--- config.mk ---
export PLATFORM = sky130hd
export DESIGN_NAME = ram_access_sequencer
export DESIGN_NICKNAME = d
export VERILOG_FILES = /design/src/rtl/ram_seq_pkg.sv /design/src/rtl/ram_access_sequencer_phase_timer.sv /design/src/rtl/ram_access_sequencer.sv
export SDC_FILE = /design/constraint.sdc
export NUM_CORES = 1
export LEC_CHECK = 0
export BUFFER_PORTS_ARGS = -buffer_cell sky130_fd_sc_hd__buf_2
export CAP_MARGIN = 20
export CORE_UTILIZATION = 45
export CTS_BUF_LIST = sky130_fd_sc_hd__clkbuf_4 sky130_fd_sc_hd__clkbuf_8
export DETAILED_ROUTE_END_ITERATION = 6
export GPL_ROUTABILITY_DRIVEN = 0
export HOLD_SLACK_MARGIN = 0.15
export PLACE_DENSITY_LB_ADDON = 0.25
export SYNTH_ARGS = -nofsm -noshare
export SYNTH_HDL_FRONTEND = slang
export SYNTH_SLANG_ARGS = --single-unit
--- constraint.sdc ---
create_clock -name clk -period 2.25 [get_ports clk]
set_input_delay 0.1125 -clock clk [delete_from_list [all_inputs] [get_ports clk]]
set_output_delay 0.1125 -clock clk [all_outputs]
set_load 0.01 [all_outputs]
--- src/rtl/ram_seq_pkg.sv ---
// ram_seq_pkg: shared types and width helpers for the ram strobe sequencer.
// Holds the FSM state enum, default widths and the phase-counter sizing.
package ram_seq_pkg;

  localparam int ADDR_W_DEF  = 8;
  localparam int DATA_W_DEF  = 8;
  localparam int STROBE_DEF  = 1;
  localparam int GAP_DEF     = 1;

  typedef enum logic [2:0] {
    IDLE,
    ADDR,
    ADDR_GAP,
    DATA,
    DATA_GAP,
    DONE
  } state_t;

  function automatic int phase_w(input int strobe, input int gap);
    int m;
    m = (strobe > gap) ? strobe : gap;
    return $clog2(m + 1);
  endfunction

  localparam int PHASE_W_DEF = phase_w(STROBE_DEF, GAP_DEF);

endpackage

--- src/rtl/ram_access_sequencer_phase_timer.sv ---
// phase_timer: loadable down-counter, tc high while the count is zero.
// Ports: clk, rst_n, load, load_val -> tc.
module phase_timer
  import ram_seq_pkg::*;
#(
  parameter int W = PHASE_W_DEF
) (
  input  logic         clk,
  input  logic         rst_n,
  input  logic         load,
  input  logic [W-1:0] load_val,
  output logic         tc
);

  logic [W-1:0] cnt;

  always_ff @(posedge clk or negedge rst_n) begin
    if (!rst_n) begin
      cnt <= '0;
    end else if (load) begin
      cnt <= load_val;
    end else if (cnt != '0) begin
      cnt <= cnt - 1'b1;
    end
  end

  assign tc = (cnt == '0);

endmodule

--- src/rtl/ram_access_sequencer.sv ---
// ram_access_sequencer: turns one read/write request into sa -> s/e strobes.
// Ports: req_* handshake in, rsp_valid/rsp_rdata/busy out, ram_* pins.
module ram_access_sequencer
  import ram_seq_pkg::*;
#(
  parameter int ADDR_W        = ADDR_W_DEF,
  parameter int DATA_W        = DATA_W_DEF,
  parameter int STROBE_CYCLES = STROBE_DEF,
  parameter int GAP_CYCLES    = GAP_DEF
) (
  input  logic              clk,
  input  logic              rst_n,
  input  logic              req_valid,
  output logic              req_ready,
  input  logic              req_we,
  input  logic [ADDR_W-1:0] req_addr,
  input  logic [DATA_W-1:0] req_wdata,
  output logic              rsp_valid,
  output logic [DATA_W-1:0] rsp_rdata,
  output logic              busy,
  output logic [ADDR_W-1:0] ram_a,
  output logic              ram_sa,
  output logic              ram_s,
  output logic              ram_e,
  output logic [DATA_W-1:0] ram_d_in,
  input  logic [DATA_W-1:0] ram_d_out
);

  localparam int PW      = phase_w(STROBE_CYCLES, GAP_CYCLES);
  localparam bit HAS_GAP = (GAP_CYCLES > 0);
  localparam int G_M1    = HAS_GAP ? GAP_CYCLES - 1 : 0;

  localparam logic [PW-1:0] S_LD = PW'(STROBE_CYCLES - 1);
  localparam logic [PW-1:0] G_LD = PW'(G_M1);

  state_t        state;
  logic          we_q;
  logic          accept;
  logic          tc;
  logic          t_load;
  logic [PW-1:0] t_val;

  assign accept = req_valid && req_ready;

  // Timer reloads on the same edge that enters each timed state.
  always_comb begin
    t_load = 1'b0;
    t_val  = S_LD;
    case (state)
      IDLE: t_load = accept;
      ADDR: begin
        if (tc) begin
          t_load = 1'b1;
          t_val  = HAS_GAP ? G_LD : S_LD;
        end
      end
      ADDR_GAP: t_load = tc;
      DATA: begin
        if (tc && HAS_GAP) begin
          t_load = 1'b1;
          t_val  = G_LD;
        end
      end
      default: t_load = 1'b0;
    endcase
  end

  phase_timer #(
    .W(PW)
  ) u_timer (
    .clk     (clk),
    .rst_n   (rst_n),
    .load    (t_load),
    .load_val(t_val),
    .tc      (tc)
  );

  always_ff @(posedge clk or negedge rst_n) begin
    if (!rst_n) begin
      state     <= IDLE;
      req_ready <= 1'b1;
      rsp_valid <= 1'b0;
      busy      <= 1'b0;
      ram_sa    <= 1'b0;
      ram_s     <= 1'b0;
      ram_e     <= 1'b0;
      ram_a     <= '0;
      ram_d_in  <= '0;
      rsp_rdata <= '0;
      we_q      <= 1'b0;
    end else begin
      case (state)
        IDLE: begin
          if (accept) begin
            ram_a     <= req_addr;
            ram_d_in  <= req_wdata;
            we_q      <= req_we;
            ram_sa    <= 1'b1;
            busy      <= 1'b1;
            req_ready <= 1'b0;
            state     <= ADDR;
          end
        end
        ADDR: begin
          if (tc) begin
            ram_sa <= 1'b0;
            if (HAS_GAP) begin
              state <= ADDR_GAP;
            end else begin
              ram_s <= we_q;
              ram_e <= !we_q;
              state <= DATA;
            end
          end
        end
        ADDR_GAP: begin
          if (tc) begin
            ram_s <= we_q;
            ram_e <= !we_q;
            state <= DATA;
          end
        end
        DATA: begin
          if (tc) begin
            ram_s <= 1'b0;
            ram_e <= 1'b0;
            // ram_e is still high on this edge, so d_out is valid.
            if (!we_q) begin
              rsp_rdata <= ram_d_out;
            end
            if (HAS_GAP) begin
              state <= DATA_GAP;
            end else begin
              rsp_valid <= 1'b1;
              state     <= DONE;
            end
          end
        end
        DATA_GAP: begin
          if (tc) begin
            rsp_valid <= 1'b1;
            state     <= DONE;
          end
        end
        DONE: begin
          rsp_valid <= 1'b0;
          busy      <= 1'b0;
          req_ready <= 1'b1;
          state     <= IDLE;
        end
        default: state <= IDLE;
      endcase
    end
  end

endmodule

==> results by group, run 1 <==
Critical path
  – Reg2reg start: state[1]
  – Crit Path Class: reg2reg
  – Reg2reg end: ram_a[1]
  – CP Data Required Time: 2.47 ns
  – Crit path depth: 4
  – Critical path arrival: 2.08 ns
  – CP bufs+invs: 1
  – Slowest stage delay, CP: 0.46 ns
  – Worst setup SP type: flip-flop
  – R2r worst-path depth: 4
  – CP Launch Point: state[1]
  – R2r setup slk: 0.38 ns
  – Crit-path max FO: 19
  – Worst setup path end: ram_a[1]
  – Worst setup EP type: flip-flop
  – CP delay by family, top: simple AND/OR/NAND/NOR gates
  – Worst path slowest cell: dfrtp_1
  – Cell breakdown of the critical path: or3b_1 -> or3_1 -> buf_4 -> mux2_4

Synthesis
  – FF+latch count, synth: 34
  – XOR/XNOR Fraction of Synth Area: 0.644%
  – Post-synthesis mux area share: 22.9%
  – Mapped Area: 1360 µm²
  – Synth Area in Simple Gates: 5.24%
  – Post-Synth Adder-Cell Area: 0%
  – Yosys Warn Count: 0
  – Largest family of logic cells by synthesized area: multiplexers
  – Sequential area share after synthesis: 62.6%
  – Post-synth net total: 118
  – Yosys cell types: 21
  – Compound-gate portion of the synthesized area: 4.32%
  – Avg Inst Size Synth: 15.1 µm²
  – Post-Syn Instances: 90

Power and ir drop
  – Reg power frac: 57.7%
  – Peak VDD IR: 0.000520 V
  – Clock power share: 32.2%
  – Cell leakage power: 1.05 nW
  – Int Pwr: 0.861 mW
  – Switching portion of total power: 21.8%
  – PD cells: 559 nW/µm²
  – Gate power share: 10.2%
  – P_sw: 0.241 mW

Detailed routing
  – Average wire per standard cell: 13.3 µm
  – DRT iter0 DRCs: 17
  – Routed via count: 1002
  – DRC errors left: 4
  – First-pass iteration count of the detailed router: 6
  – DRT antenna net count: 0
  – Final WL: 2780 µm
  – Via/cell ratio: 4.79

Global routing
  – Pin count of the biggest net entering global routing: 35
  – Gr usage total: 19.3%
  – Initial antenna violation count: 0
  – First-pass GRT wire length: 4690 µm
  – Vias in the first global route: 1065
  – GRT overflow: 0

STA
  – Hold Worst Slack: 0.196 ns
  – Fmax: 535 MHz
  – RSZ-0062 raised after global routing: false
  – Post-Route Skew: 0.0110 ns
  – Final Cycle Share: 83.0%
  – Setup Viol. Count Final: 0
  – Setup_tns: 0 ns
  – Final hold violation count: 0
  – Max-slew violations: 0
  – Slew @ Worst Pin: 0.727 ns
  – Max-Slew Margin vs Limit: 51.6%
  – Minimum clock period: 1.87 ns
  – PnR worst setup slack: 0.382 ns

Floorplan
  – Die area: 3250 µm²
  – DIE WIDTH: 57.0 µm
  – Starting Density: 48.5%
  – Die Ht: 57.0 µm
  – Core area: 2810 µm²
  – Rows: 19
  – # IOs: 58

Placement
  – Pre-CTS WS: 0.407 ns
  – Post-DP HPWL: 1770 µm
  – Port Buf Inserts: 57
  – Placed cell area: 1650 µm²

Final layout
  – Final core utilization: 70.2%
  – Most frequent cells in the layout: 57 x buf_2, 33 x dfrtp_1, 26 x dlygate4sd3_1
  – Diodes inserted: 0
  – Post-route cell area: 1970 µm²
  – Area Overhead vs Synth: 44.8%
  – Final net count: 205
  – Share of post-route cells with drive strength above 1: 52.2%
  – Commonest non-fill, non-tap cell in the layout: buf_2

Clock tree
  – Clock sinks: 34
  – Worst skew pair latency: 0.33 ns
  – Hold buffers post-CTS: 26
  – CTS Root Cell: clkbuf_4
  – Clock transition at path regs: 0.10 ns
  – TritonCTS clock tree: yes
  – CTS max path bufs: 2
  – Cts repair resizes: 0
  – CTS H-tree lvls: 2
  – Setup bufs post-CTS: 0
  – CTS Buf Count: 5

Status
  – Status: finished, violations left
  – Failing checks: DRC

Hold path
  – Hold WC Path Type: in2reg

Flow run
  – Max_cap viols: 0
==> synthesized netlist by cell type, drive strengths merged <==
library cell  instances  share of area, %
nand2                 6               1.7
a211oi                2               1.1
xnor2                 1              0.64
o21ai                 4               1.5
nor3                  1              0.74
or3                   1              0.46
o22ai                 1              0.46
dfrtp                33                61
dfstp                 1               1.9
clkbuf                1              0.28
inv                   3              0.83
or3b                  1              0.64
nand2b                2              0.92
buf                   3               3.1
a21oi                 2              0.74
o31ai                 1              0.55
nor2                  1              0.28
or2b                  1              0.55
mux2                 25                23
==> metal layers <==
| metal | global-route usage [%] | vias to the layer above | routed length, µm |
|---|---|---|---|
| met2 | 33.9 | 29 | 1510 |
| met4 | 7.32 | 0 | 23 |
| met5 | 0 | - | 0 |
| met3 | 5.67 | 4 | 128 |
| li1 | - | 486 | - |
| met1 | 22.2 | 483 | 1110 |
==> through the flow <==
step | std cells | power (mW)
after floorplan | 90 | 0.672
after global placement | 175 | 0.721
after detailed placement | 175 | 0.725
after CTS | 209 | 1.11
after global routing | 209 | 1.15
final | 209 | 1.10
==> worst register-to-register path, cell delays in order (launching register included) <==
cell and delay [ns]:
dfrtp_1 0.46, or3b_1 0.42, or3_1 0.31, buf_4 0.23, mux2_4 0.33
==> area by class of cell <==
type / instances / area, µm²
clock buffers: 7 / 58.8
clock inverters: 1 / 5.00
fillers: 215 / 836
inverters: 3 / 11.3
multi-input cells: 49 / 450
flip-flops and latches: 34 / 852
well taps: 31 / 38.8
repair buffers: 84 / 553
==> power by group through the flow <==
stage                     clock, mW  combinational, mW  sequential (mW)
after global placement            0             0.0748            0.646
after global routing          0.390              0.124            0.637
after floorplan                   0             0.0189            0.653
after CTS                     0.367              0.112            0.635
after detailed placement          0             0.0783            0.646
final                         0.354              0.112            0.635
==> flip-flops by register name, summed over array words and instances, names as in the netlist <==
signal     count
ram_d_in       8
ram_e          1
we_q           1
req_ready      1
ram_sa         1
ram_s          1
ram_a          8
busy           1
rsp_valid      1
state          3
rsp_rdata      8
==> kinds of logic after synthesis <==
kind of cell / after synthesis
AO/OA/AOI/OAI: 10
AND/OR/NAND/NOR: 13
flip-flops: 34
buffers and inverters: 7
multiplexers: 25
XOR/XNOR: 1
==> worst min path at each step <==
stage                              end  cells past startpoint      start  slack (ns)
after floorplan                   busy                      0      rst_n       -0.18
after global placement    rsp_rdata[0]                      1      rst_n        0.20
after detailed placement  rsp_rdata[0]                      1      rst_n        0.21
after CTS                     state[0]                      3  req_valid        0.20
after global routing          state[0]                      3  req_valid        0.26
final                         state[0]                      3  req_valid        0.20
(Power assumes the default switching activity.)
==> run 2: changes to the inputs <==
- clock period: 2.25 -> 1.85 ns (I/O delays scaled with it)
==> results by group, run 2 (same netlist as run 1, synthesis figures left out) <==
STA
  – Max-Slew Margin vs Limit: 51.5% (-0.099 points)
  – RSZ-0062 raised after global routing: false
  – Final hold violation count: 0 (unchanged)
  – Final Cycle Share: 94.7% (+12 points)
  – Minimum clock period: 1.75 ns (-0.117 ns)
  – Fmax: 571 MHz (+6.7%)
  – Setup Viol. Count Final: 0 (unchanged)
  – Slew @ Worst Pin: 0.728 ns (+0.00148 ns)
  – Post-Route Skew: 0.00962 ns (-0.00143 ns)
  – Max-slew violations: 0 (unchanged)

Global routing
  – Vias in the first global route: 1022 (-4.0%)
  – Initial antenna violation count: 0 (unchanged)
  – GRT overflow: 0 (unchanged)
  – Gr usage total: 19.6% (+0.29 points)
  – First-pass GRT wire length: 4690 µm (+0.15%)
  – Pin count of the biggest net entering global routing: 35 (unchanged)

Detailed routing
  – Via/cell ratio: 4.81 (+0.26%)
  – DRC errors left: 4 (unchanged)
  – DRT iter0 DRCs: 21 (+4)
  – Routed via count: 1019 (+1.7%)
  – DRT antenna net count: 0 (unchanged)
  – First-pass iteration count of the detailed router: 6 (unchanged)
  – Average wire per standard cell: 13.6 µm (+2.3%)
  – Final WL: 2880 µm (+3.8%)

Status
  – Status: finished, violations left
  – Failing checks: DRC

Power and ir drop
  – PD cells: 674 nW/µm² (+21%)
  – Tot Pwr: 1.35 mW (+23%)
  – Cell leakage power: 1.07 nW (+2.2%)
  – Peak VDD IR: 0.000536 V (+3.0%)

Placement
  – Port Buf Inserts: 57 (unchanged)
  – Post-DP HPWL: 1800 µm (+1.6%)
  – Placed cell area: 1680 µm² (+2.1%)

Floorplan
  – Rows: 19 (unchanged)
  – # IOs: 58 (unchanged)
  – Die Ht: 57.0 µm (unchanged)
  – Core area: 2810 µm² (unchanged)
  – DIE WIDTH: 57.0 µm (unchanged)
  – Starting Density: 48.5% (unchanged)
  – Die area: 3250 µm² (unchanged)

Clock tree
  – Clock transition at path regs: 0.11 ns (about the same)
  – CTS H-tree lvls: 2 (unchanged)
  – CTS max path bufs: 2 (unchanged)
  – Worst skew pair latency: 0.34 ns (about the same)
  – CTS Buf Count: 5 (unchanged)
  – Hold buffers post-CTS: 26 (unchanged)
  – TritonCTS clock tree: yes
  – Setup bufs post-CTS: 0 (unchanged)
  – CTS Root Cell: clkbuf_4
  – Cts repair resizes: 0 (unchanged)
  – Clock sinks: 34 (unchanged)

Critical path
  – Crit-path max FO: 19 (unchanged)
  – Worst setup SP type: flip-flop
  – Crit Path Class: reg2reg
  – CP Data Required Time: 2.07 ns (-0.40 ns)
  – Worst setup EP type: flip-flop
  – Critical path arrival: 1.97 ns (-0.11 ns)

Final layout
  – Commonest non-fill, non-tap cell in the layout: buf_2
  – Diodes inserted: 0 (unchanged)
  – Share of post-route cells with drive strength above 1: 53.0% (+0.79 points)
  – Post-route cell area: 2000 µm² (+1.8%)
  – Area Overhead vs Synth: 47.4%
  – Biggest regs: ram_a: 8 flops, ram_d_in: 8 flops, rsp_rdata: 8 flops
  – Most frequent cells in the layout: 57 x buf_2, 33 x dfrtp_1, 26 x dlygate4sd3_1
  – Final net count: 208 (+1.5%)

Hold path
  – Hold WC Path Type: in2reg

Flow run
  – Max_cap viols: 0 (unchanged)
[run 2: routing by layer]
metal / vias up / share of wire (%) / global-route usage (%)
met3: 9 / 5.2 / 5.44
met1: 485 / 42 / 22.4
met5: - / 0 / 0
met2: 36 / 51 / 32.9
li1: 489 / - / -
met4: 0 / 2.3 / 11.5
[run 2: area by class of cell]
type                            instances  area, µm²
Tap cell                               31       38.8
Inverter                                3       11.3
Sequential cell                        34        852
Clock inverter                          1       5.00
Fill cell                             203        801
Timing Repair Buffer                   87        588
Clock buffer                            7       58.8
Multi-Input combinational cell         49        450
[run 2: per-stage QoR]
stage / TNS (ns) / worst slack, ns / cells / hold WS, ns / utilization (%)
2_1_floorplan: -0.109 / -0.0137 / 90 / -0.203 / -
3_3_place_gp: 0 / 0.167 / 178 / 0.183 / 59.9
3_5_place_dp: 0 / 0.120 / 178 / 0.191 / 59.9
4_1_cts: 0 / 0.0950 / 212 / 0.228 / 71.5
5_1_grt: 0 / 0.0363 / 212 / 0.256 / 71.5
6_report: 0 / 0.0983 / 212 / 0.210 / 71.5
[run 2: path summary, 6_finish.rpt]
check | start | slack, ns | depth (start not counted) | endpoint
min in group asynchronous | rst_n | 0.34 | 2 | rsp_rdata[1]
setup / recovery | state[1] | 0.1 | 4 | ram_d_in[4]
hold / removal | req_valid | 0.21 | 3 | state[0]
setup reg to reg | state[1] | 0.1 | 4 | ram_d_in[4]
max in group asynchronous | rst_n | 1.04 | 2 | ram_d_in[1]
hold reg to reg | rsp_valid | 0.49 | 2 | rsp_valid
[run 2: power by group]
group,internal (mW),total [mW],switching (mW)
registers,0.762,0.773,0.0109
logic,0.0867,0.135,0.0487
clock network,0.199,0.443,0.244
total,1.05,1.35,0.304
[run 2: worst max-delay path, stage by stage, from the launching register on]
cell and delay [ns]:
dfrtp_1 0.39, or3b_1 0.40, or3_1 0.36, buf_12 0.18, mux2_4 0.30
